`src/rtl/sync_fifo_prog.sv`:
```
// Single-clock FIFO with occupancy count, programmable almost-full/almost-empty levels.
// Define SYNC_FIFO_PROG_FWFT_EN for first-word-fall-through read data.
module sync_fifo_prog #(
    parameter int DSIZE = 8,
    parameter int ASIZE = 4
) (
    input  logic             clk,
    input  logic             rst,
    input  logic             flush,
    input  logic             winc,
    input  logic [DSIZE-1:0] wdata,
    output logic             wfull,
    output logic             walmost_full,
    input  logic             rinc,
    output logic [DSIZE-1:0] rdata,
    output logic             rempty,
    output logic             ralmost_empty,
    input  logic [ASIZE:0]   af_thresh,
    input  logic [ASIZE:0]   ae_thresh,
    output logic [ASIZE:0]   count,
    input  logic             err_clr,
    output logic             overflow,
    output logic             underflow
);

    localparam int DEPTH = 1 << ASIZE;
    localparam int PW    = ASIZE + 1;
    localparam logic [PW-1:0] DEPTH_C = PW'(DEPTH);

    logic [PW-1:0]    wptr_q, wptr_d;
    logic [PW-1:0]    rptr_q, rptr_d;
    logic [PW-1:0]    count_q, count_d;
    logic             ovf_q, ovf_d;
    logic             udf_q, udf_d;
    logic [DSIZE-1:0] mem_q [DEPTH];

    logic             full_w, empty_w;
    logic             wr_acc, rd_acc;
    logic [ASIZE-1:0] waddr, raddr;

    assign full_w  = (count_q == DEPTH_C);
    assign empty_w = (count_q == '0);
    assign waddr   = wptr_q[ASIZE-1:0];
    assign raddr   = rptr_q[ASIZE-1:0];

    // Flush discards any same-cycle transfer.
    assign wr_acc = winc && !full_w && !flush;
    assign rd_acc = rinc && !empty_w && !flush;

    always_comb begin
        wptr_d  = wptr_q;
        rptr_d  = rptr_q;
        ovf_d   = ovf_q;
        udf_d   = udf_q;
        if (flush) begin
            wptr_d = '0;
            rptr_d = '0;
        end else begin
            if (wr_acc) wptr_d = wptr_q + 1'b1;
            if (rd_acc) rptr_d = rptr_q + 1'b1;
        end
        // A new error outranks a same-cycle clear.
        if (err_clr) ovf_d = 1'b0;
        if (err_clr) udf_d = 1'b0;
        if (winc && full_w) ovf_d = 1'b1;
        if (rinc && empty_w) udf_d = 1'b1;
        count_d = wptr_d - rptr_d;
    end

    always_ff @(posedge clk or posedge rst) begin
        if (rst) begin
            wptr_q  <= '0;
            rptr_q  <= '0;
            count_q <= '0;
            ovf_q   <= 1'b0;
            udf_q   <= 1'b0;
        end else begin
            wptr_q  <= wptr_d;
            rptr_q  <= rptr_d;
            count_q <= count_d;
            ovf_q   <= ovf_d;
            udf_q   <= udf_d;
        end
    end

    always_ff @(posedge clk) begin
        if (wr_acc) mem_q[waddr] <= wdata;
    end

`ifdef SYNC_FIFO_PROG_FWFT_EN
    assign rdata = mem_q[raddr];
`else
    logic [DSIZE-1:0] rdata_q;

    always_ff @(posedge clk or posedge rst) begin
        if (rst) begin
            rdata_q <= '0;
        end else if (flush) begin
            rdata_q <= '0;
        end else if (rd_acc) begin
            rdata_q <= mem_q[raddr];
        end
    end

    assign rdata = rdata_q;
`endif

    assign count         = count_q;
    assign wfull         = full_w;
    assign rempty        = empty_w;
    assign walmost_full  = (count_q >= af_thresh);
    assign ralmost_empty = (count_q <= ae_thresh);
    assign overflow      = ovf_q;
    assign underflow     = udf_q;

endmodule
```
`config.mk`:
```
export PLATFORM = sky130hd
export DESIGN_NAME = sync_fifo_prog
export DESIGN_NICKNAME = d
export VERILOG_FILES = /design/src/rtl/sync_fifo_prog.sv
export SDC_FILE = /design/constraint.sdc
export NUM_CORES = 1
export LEC_CHECK = 0
export ABC_AREA = 1
export ABC_CLOCK_PERIOD_IN_PS = 3200
export CELL_PAD_IN_SITES_DETAIL_PLACEMENT = 0
export CELL_PAD_IN_SITES_GLOBAL_PLACEMENT = 1
export CORE_MARGIN = 8
export CORE_UTILIZATION = 55
export DETAILED_ROUTE_END_ITERATION = 6
export DONT_BUFFER_PORTS = 1
export PLACE_DENSITY_LB_ADDON = 0.1
export SLEW_MARGIN = 0
export SYNTH_ARGS = -nofsm -noshare
export SYNTH_HDL_FRONTEND = slang
export SYNTH_SLANG_ARGS = --single-unit
```
`constraint.sdc`:
```
create_clock -name clk -period 3.2 [get_ports clk]
set_input_delay 0.64 -clock clk [delete_from_list [all_inputs] [get_ports clk]]
set_output_delay 0.64 -clock clk [all_outputs]
set_load 0.005 [all_outputs]
```
* Yosys cells after proc, flatten, opt, wreduce, memory -nomap -nowiden *
Memory sizes are Yosys's and may differ from the RTL's.
Cells that the tools add are included.

storage, ports and cells
  word-level logic and storage cells = 37
  input port bits = 24
  memories kept = 1
  bits in writable memories = 128
  register bits after elaboration = 25
  output and inout bits = 19

memories
  name   words  bits a word  rd ports  clocked after memory_dff  write ports  RTL line  text
  mem_q  16     8            1         0                         1            35        logic [DSIZE-1:0] mem_q [DEPTH];

cells by class
  magnitude comparators = 2
  reductions and logical operators = 13
  multiplexer cells = 11
  eq/ne operators = 1
  add/subtract/negate cells = 3

operators by type and width
  operator                                                        count
  5-bit two-way mux                                               4
  8-bit two-way mux                                               2
  5-bit by 1-bit adder with 5-bit output (second input constant)  2
  1-bit logical AND                                               6
  2-bit nonzero test                                              3
  5-bit equality test (second input constant)                     1
  5-bit greater-or-equal comparator                               1
  5-bit <= comparator                                             1
  5-bit zero test                                                 1
  1-bit two-way mux                                               5
  5-bit subtractor                                                1
  1-bit zero test                                                 3

* Logic depth before layout (Yosys ltp) *
Gate-level depths: netlist of run 1.

  depth after elaboration = 7
  mapped depth = 16

* Worst setup path after synthesis of run 1 *
No wires, ideal clock.

  path type = input port to flip-flop
  from = input port flush
  to = register count_q[4] (netlist: count[4])
  arrival = 2,253 ps
  cell stages on the path = 11
  data required time = 3,083 ps
  library setup time = 117 ps
  setup slack = 830 ps
  buffers on the path = 1
  path through = clkbuf_1 -> nor2_2 -> nand2_1 -> o21ai_0 -> ha_1 -> inv_1 -> fa_1 -> a31oi_1 -> inv_1 -> nand3_1 -> nand2_1

on the way
  longest elaborated chain between the ends = 5
  elaborated cells on any way between the ends = 8
  those cells by class = 1 x add/sub; 4 x mux; 3 x reduce/logical

RTL lines
  what                   RTL line  text
  from (decl)            9         input logic flush,
  1-bit zero test        48        assign rd_acc = rinc && !empty_w && !flush;
  1-bit logical AND      48
  5-bit two-way mux      60        if (rd_acc) rptr_d = rptr_q + 1'b1;
  5-bit two-way mux (*)  55        if (flush) begin
  via rptr_d[0]          31        logic [PW-1:0] rptr_q, rptr_d;
  5-bit subtractor (*)   67        count_d = wptr_d - rptr_d;
  via count_d[4]         32        logic [PW-1:0] count_q, count_d;
  to (signal assigned)   80        count_q <= count_d;
  to (decl)              32

The timed path passes the listed nets; every way through them passes the cells marked *.
A chain may end at the register's enable or synchronous reset.

* Worst setup path in the final report of run 1 *
  from = register count_q[2] (netlist: count[2])
  to = register count_q[4] (netlist: count[4])

on the way
  longest elaborated chain between the ends = 7
  elaborated cells on any way between the ends = 13
  those cells by class = 1 x add/sub; 1 x eq/ne; 4 x mux; 7 x reduce/logical

RTL lines
  what                             RTL line  text
  5-bit zero test                  42        assign empty_w = (count_q == '0);
  1-bit zero test                  48
  1-bit logical AND (2 in series)  48
  5-bit two-way mux                60
  5-bit two-way mux                55
  via rptr_d[0]                    31
  5-bit subtractor                 67
  via count_d[4]                   32

The timed path passes the listed nets, and every way through them passes these cells.

==> results.py, run 1 <==
metrics = {
    "finish": {
        "seq_area_um2": 4470,
        "diodes": 0,
        "multiInputGateArea_um2": 1850,
        "fin_area_um2": 7320,
        "final-instance-count-excl-fill": 768,
        "fin_nets": 657,
        "drive_gt1_frac": 0.0676,
        "area_growth_pct": 9.76,
        "num-fill-cells": 991,
    },
    "pwr": {
        "p_per_area_nw_per_um2": 692,
        "p_leak_uw": 0.00279,
        "ir_worst_vdd_mv": 0.400,
    },
    "cts": {
        "htreeDepth": 4,
        "cts_buffers": 17,
        "cts-root-buf": "clkbuf_16",
        "cts.path.max_buffers": 2,
        "cts_setup_buffers": 0,
        "clk_pin_slew_ns": 0.05,
        "cts_tree": "yes",
        "ctsHoldBuffers": 0,
        "clock_latency_ns": 0.42,
        "clock_sinks": 153,
        "postCtsResizedCells": 0,
    },
    "logic_synthesis": {
        "yosysWarnings": 0,
        "ys_seq_elements": 153,
        "ys_seq_area_frac": 0.670,
        "ys.flop_type": "edfxtp_1",
        "synth_nets": 648,
        "synth_area_per_cell_um2": 11.0,
        "synthesis.area_um2": 6670,
        "synth_edf_count": 128,
        "synthArstFlopShare": 0.163,
        "yosysUniqueCellTypes": 28,
        "synthCells": 604,
    },
    "sta": {
        "fin_skew_ns": 0.00462,
        "final.setup.worst_slack_ns": 0.646,
        "worst_pin_slew_ns": 0.971,
        "min_period_over_period": 0.798,
        "period_minus_slack_ns": 2.55,
        "max_slew_margin": 0.352,
        "setup_tns_ns": 0,
        "finalHoldViolCount": 0,
        "setup_violations": 0,
        "rsz0062_at_grt": "false",
        "timing.fmax_ghz": 0.392,
        "slew_violations": 0,
    },
    "placed_design": {
        "port_buffers": 0,
        "placedCellCount": 741,
        "place_congestion": 0.852,
        "dpl-instance-area_um2": 6820,
        "pre_cts_slack_ns": 0.648,
        "hpwl_um": 9830,
    },
    "global_route": {
        "grt_busiest_layer": "met2",
        "grt_pass1_wl_um": 23200,
        "use_met3": 0.0439,
        "gr-usage-met2": 0.323,
        "grt_use_met1": 0.242,
        "first_global_vias": 4281,
        "antenna_found_initial": 0,
        "gr-total-overflow": 0,
        "grt_max_degree": 53,
        "grt_usage": 0.196,
    },
    "critical_path": {
        "cp.required_ns": 3.51,
        "cp-start-kind": "flip-flop",
        "path_max_fanout": 10,
        "arrival_ns": 2.86,
        "crit_path_end_kind": "flip-flop",
        "setup.worst_path.class": "flip-flop to flip-flop",
    },
    "flow_run": {
        "max-cap-violations": 0,
    },
    "floorplanning": {
        "io_pins": 43,
        "fp.dieH_um": 126,
        "dieArea_um2": 15900,
        "core_um2": 11900,
        "die_x_um": 126,
        "start_util": 0.560,
        "rows": 40,
    },
    "route": {
        "via_per_inst": 5.58,
        "postRouteAntennaNets": 0,
        "routed-via-count": 4283,
        "wl_per_cell_um": 19.4,
        "dr.first_iter.drc_count": 353,
        "routed_wl_um": 14900,
        "drc": 0,
        "firstDrtPassIters": 4,
    },
    "min_path": {
        "min_path_type": "input port to flip-flop",
    },
    "status": {
        "outcome": "complete, no violations",
    },
}
[cells by family after synthesis]
kind of cell	after synthesis	share of synthesized area
buffers and inverters	80	0.0516
XOR/XNOR	3	0.00394
flip-flops	153	0.670
adder cells (fa/ha/maj)	20	0.0387
AO/OA/AOI/OAI	116	0.0967
AND/OR/NAND/NOR	232	0.139
[metal layers]
metal	up-vias	routed length [um]
li1	2084	-
met1	2081	6320
met2	91	7560
met3	27	691
met4	0	301
met5	-	0
[final cells by class]
class / instances / share of cell area
Sequential cell: 153 / 0.611
Multi-Input combinational cell: 371 / 0.253
Clock buffer: 20 / 0.0597
Inverter: 56 / 0.0287
Tap cell: 147 / 0.0251
Timing Repair Buffer: 14 / 0.0144
Clock inverter: 7 / 0.00787
[metrics by stage]
stage	hold slack, ns	power [uW]	util
floorplan	0.472	3120	-
global placement	0.527	3360	0.573
detailed placement	0.533	3380	0.573
CTS	0.280	5090	0.614
global route	0.292	5290	0.614
finish	0.298	5060	0.614
[final timing paths]
kind                            startpoint         to  slack [ns]  depth (start not counted)
worst max-delay path              count[2]   count[4]        0.65                         13
worst min-delay path                 flush  rptr_q[3]        0.30                          1
worst max register to register    count[2]   count[4]        0.65                         13
worst min register to register    rdata[0]   rdata[0]        0.54                          2
max in group asynchronous              rst  rptr_q[0]        2.20                          1
min in group asynchronous              rst  rptr_q[4]        0.34                          1
[state kept, by name (all words and copies together) (netlist names)]
name	flops
mem_q	128
rdata	8
count	5
rptr_q	5
wptr_q	5
overflow	1
underflow	1
[power by group]
| part | internal (uW) | switching, uW |
|---|---|---|
| clock network | 1030 | 700 |
| registers | 2260 | 118 |
| logic | 308 | 641 |
[worst max-delay path, cell delays in order, from the launching register on]
cell and delay, ns:
dfrtp_1 0.43, nor2_1 0.09, nand3_1 0.19, nand2_1 0.15, nor2_2 0.32, nand2_1 0.08, o21ai_0 0.12, ha_1 0.19
inv_1 0.06, fa_1 0.39, a31oi_1 0.23, inv_1 0.06, nand3_1 0.08, nand2_1 0.05
[layout by cell type, fill, tap and decap left out, drive strengths merged]
master	count
edfxtp	128
nor2	113
nand2	91
o21ai	78
inv	56
dfrtp	25
clkbuf	20
nand3	19
ha	19
o211ai	16
buf	14
o22ai	9
a21oi	8
clkinv	6
nor3	5
xor2	3
nand4	3
o21bai	2
nor3b	1
a211oi	1
a31oi	1
o221ai	1
fa	1
bufinv	1
[cells in the mapped netlist, types with 2 or more instances]
cell      count  area [um^2]
o21ai_0      66          330
ha_1         19          238
o21ai_1      12         60.1
nand4_1       3         18.8
a21oi_1       8         40.0
edfxtp_1    128         3840
dfrtp_1      25          626
clkbuf_1      8         30.0
buf_4         2         15.0
buf_2        11         55.1
inv_2         2         7.51
o21bai_1      2         15.0
buf_6         3         33.8
xor2_1        3         26.3
o22ai_1       9         56.3
nor3_1        4         20.0
nand3_1      19         95.1
o211ai_1     16          120
nor2_1      112          420
nand2_1      91          342
inv_1        54          203
Power figures use the tool's default switching activity.
==> inputs of run 2 (changes only) <==
- ABC_CLOCK_PERIOD_IN_PS: 3200 -> 2300
- CORE_UTILIZATION: 55 -> 46
- clock period: 3.2 -> 2.3 ns (I/O delays scaled with it)
==> results.py, run 2 (synthesis gave the netlist of run 1 again) <==
metrics = {
    "status": {
        "outcome": "complete, no violations",
    },
    "finish": {
        "diodes": 0,
        "area_growth_pct": 15.8,
        "num-fill-cells": 1249,
        "fin_nets": 690,
        "drive_gt1_frac": 0.128,
        "regMostFlops": "mem_q",
        "seq_area_um2": 4470,
        "fin_area_um2": 7720,
        "largest_register_ffs": 128,
        "multiInputGateArea_um2": 1880,
        "layout_common_cells": "128 x edfxtp_1, 112 x nor2_1, 89 x nand2_1",
        "final_common_cell": "edfxtp_1",
    },
    "placed_design": {
        "pre_cts_slack_ns": 0.0548,
        "place_congestion": 0.797,
        "port_buffers": 0,
        "hpwl_um": 9930,
        "dpl-instance-area_um2": 7110,
    },
    "route": {
        "dr.first_iter.drc_count": 346,
        "routed-via-count": 4307,
        "postRouteAntennaNets": 0,
        "firstDrtPassIters": 5,
        "wl_per_cell_um": 18.1,
        "drc": 0,
        "routed_wl_um": 15200,
        "via_per_inst": 5.12,
    },
    "global_route": {
        "grt_max_degree": 65,
        "gr-total-overflow": 0,
        "first_global_vias": 4191,
        "grt_pass1_wl_um": 23600,
        "grt_busiest_layer": "met2",
        "antenna_found_initial": 0,
        "grt_usage": 0.174,
        "grt_use_met1": 0.235,
        "gr-usage-met2": 0.264,
        "use_met3": 0.0477,
    },
    "critical_path": {
        "cp_num_cells": 9,
        "crit_top_cell": "o21bai_1",
        "setup.worst_path.class": "flip-flop to output port",
        "arrival_ns": 1.77,
        "r2r_cells": 14,
        "cp_slowest_stage_delay_ns": 0.36,
        "cp-start-kind": "flip-flop",
        "path_buf_inv": 3,
        "path_max_fanout": 2,
        "cp_top_family": "compound AO/OA/AOI/OAI gates",
        "crit_chain": "buf_6 -> inv_6 -> ha_4 -> inv_2 -> nand2_2 -> a21oi_2 -> o21bai_1 -> a21oi_1 -> o21bai_1",
        "worst_path_max_delay_cell": "dfrtp_1",
        "crit_path_end_kind": "output port",
        "cp.required_ns": 1.84,
    },
    "floorplanning": {
        "start_util": 0.464,
        "die_x_um": 136,
        "core_um2": 14400,
        "fp.dieH_um": 136,
        "dieArea_um2": 18600,
        "io_pins": 43,
        "rows": 44,
    },
    "cts": {
        "htreeDepth": 4,
        "cts_tree": "yes",
        "clk_pin_slew_ns": 0.06,
        "cts_buffers": 17,
        "clock_latency_ns": 0.42,
        "cts.path.max_buffers": 2,
        "cts-root-buf": "clkbuf_16",
        "clock_sinks": 153,
    },
    "sta": {
        "slew_violations": 0,
        "timing.fmax_ghz": 0.449,
        "period_minus_slack_ns": 2.23,
        "final.setup.worst_slack_ns": 0.0750,
        "worst_pin_slew_ns": 0.702,
        "holdWs_ns": 0.110,
        "setup_tns_ns": 0,
        "max_slew_margin": 0.532,
        "fin_skew_ns": 0.00813,
        "setup_violations": 0,
        "min_period_over_period": 0.967,
        "finalHoldViolCount": 0,
        "rsz0062_at_grt": "true",
    },
    "pwr": {
        "p_per_area_nw_per_um2": 972,
        "p_leak_uw": 0.00299,
        "ir_worst_vdd_mv": 0.470,
    },
    "min_path": {
        "min_path_type": "input port to flip-flop",
        "worstHoldPathCells": 1,
    },
    "flow_run": {
        "max-cap-violations": 0,
    },
}
==> run 2: final timing paths <==
path,from,to,slack (ns)
min in group asynchronous,rst,rptr_q[3],0.56
worst min-delay path,flush,rptr_q[3],0.11
max in group asynchronous,rst,rptr_q[0],1.47
worst min register to register,rdata[5],rdata[5],0.51
worst max register to register,count[0],count[4],0.10
worst max-delay path,count[0],walmost_full,0.07
==> run 2: layout make-up <==
class,count,share of cell area
Clock buffer,20,0.0565
Inverter,56,0.0279
Timing Repair Buffer,47,0.0465
Clock inverter,11,0.0169
Multi-Input combinational cell,371,0.244
Tap cell,184,0.0298
Sequential cell,153,0.579
==> run 2: through the flow <==
step / instances / utilization / total power [uW]
floorplan: 604 / - / 4340
detailed placement: 810 / 0.495 / 4820
finish: 842 / 0.537 / 7500
global route: 842 / 0.537 / 7890
global placement: 810 / 0.495 / 4800
CTS: 842 / 0.535 / 7540
==> run 2: repair_timing <==
item                                    4_1_cts  5_1_grt
endpoints found under the setup margin        0        2
endpoints found under the hold margin        25        0
hold buffers                                  1        0
buffers inserted                              0        0
resized for setup                             0       11
==> run 2: power by group <==
group	switching, uW	internal (uW)	total (uW)
Sequential	89.8	3150	3240
Combinational	996	568	1560
Clock	1020	1680	2700
Total	2110	5390	7500
==> run 2: metal layers <==
| layer | vias up | wire length, um | part of all wire |
|---|---|---|---|
| met5 | - | 0 | 0 |
| met4 | 0 | 177 | 0.012 |
| met3 | 13 | 761 | 0.050 |
| met2 | 82 | 7150 | 0.47 |
| met1 | 2054 | 7130 | 0.47 |
| li1 | 2158 | - | - |
==> inputs of run 3 (changes only) <==
- SLEW_MARGIN: 0 -> 5
==> results of run 3 <==
The final DEF is identical to that of run 2; final timing and power are the same.
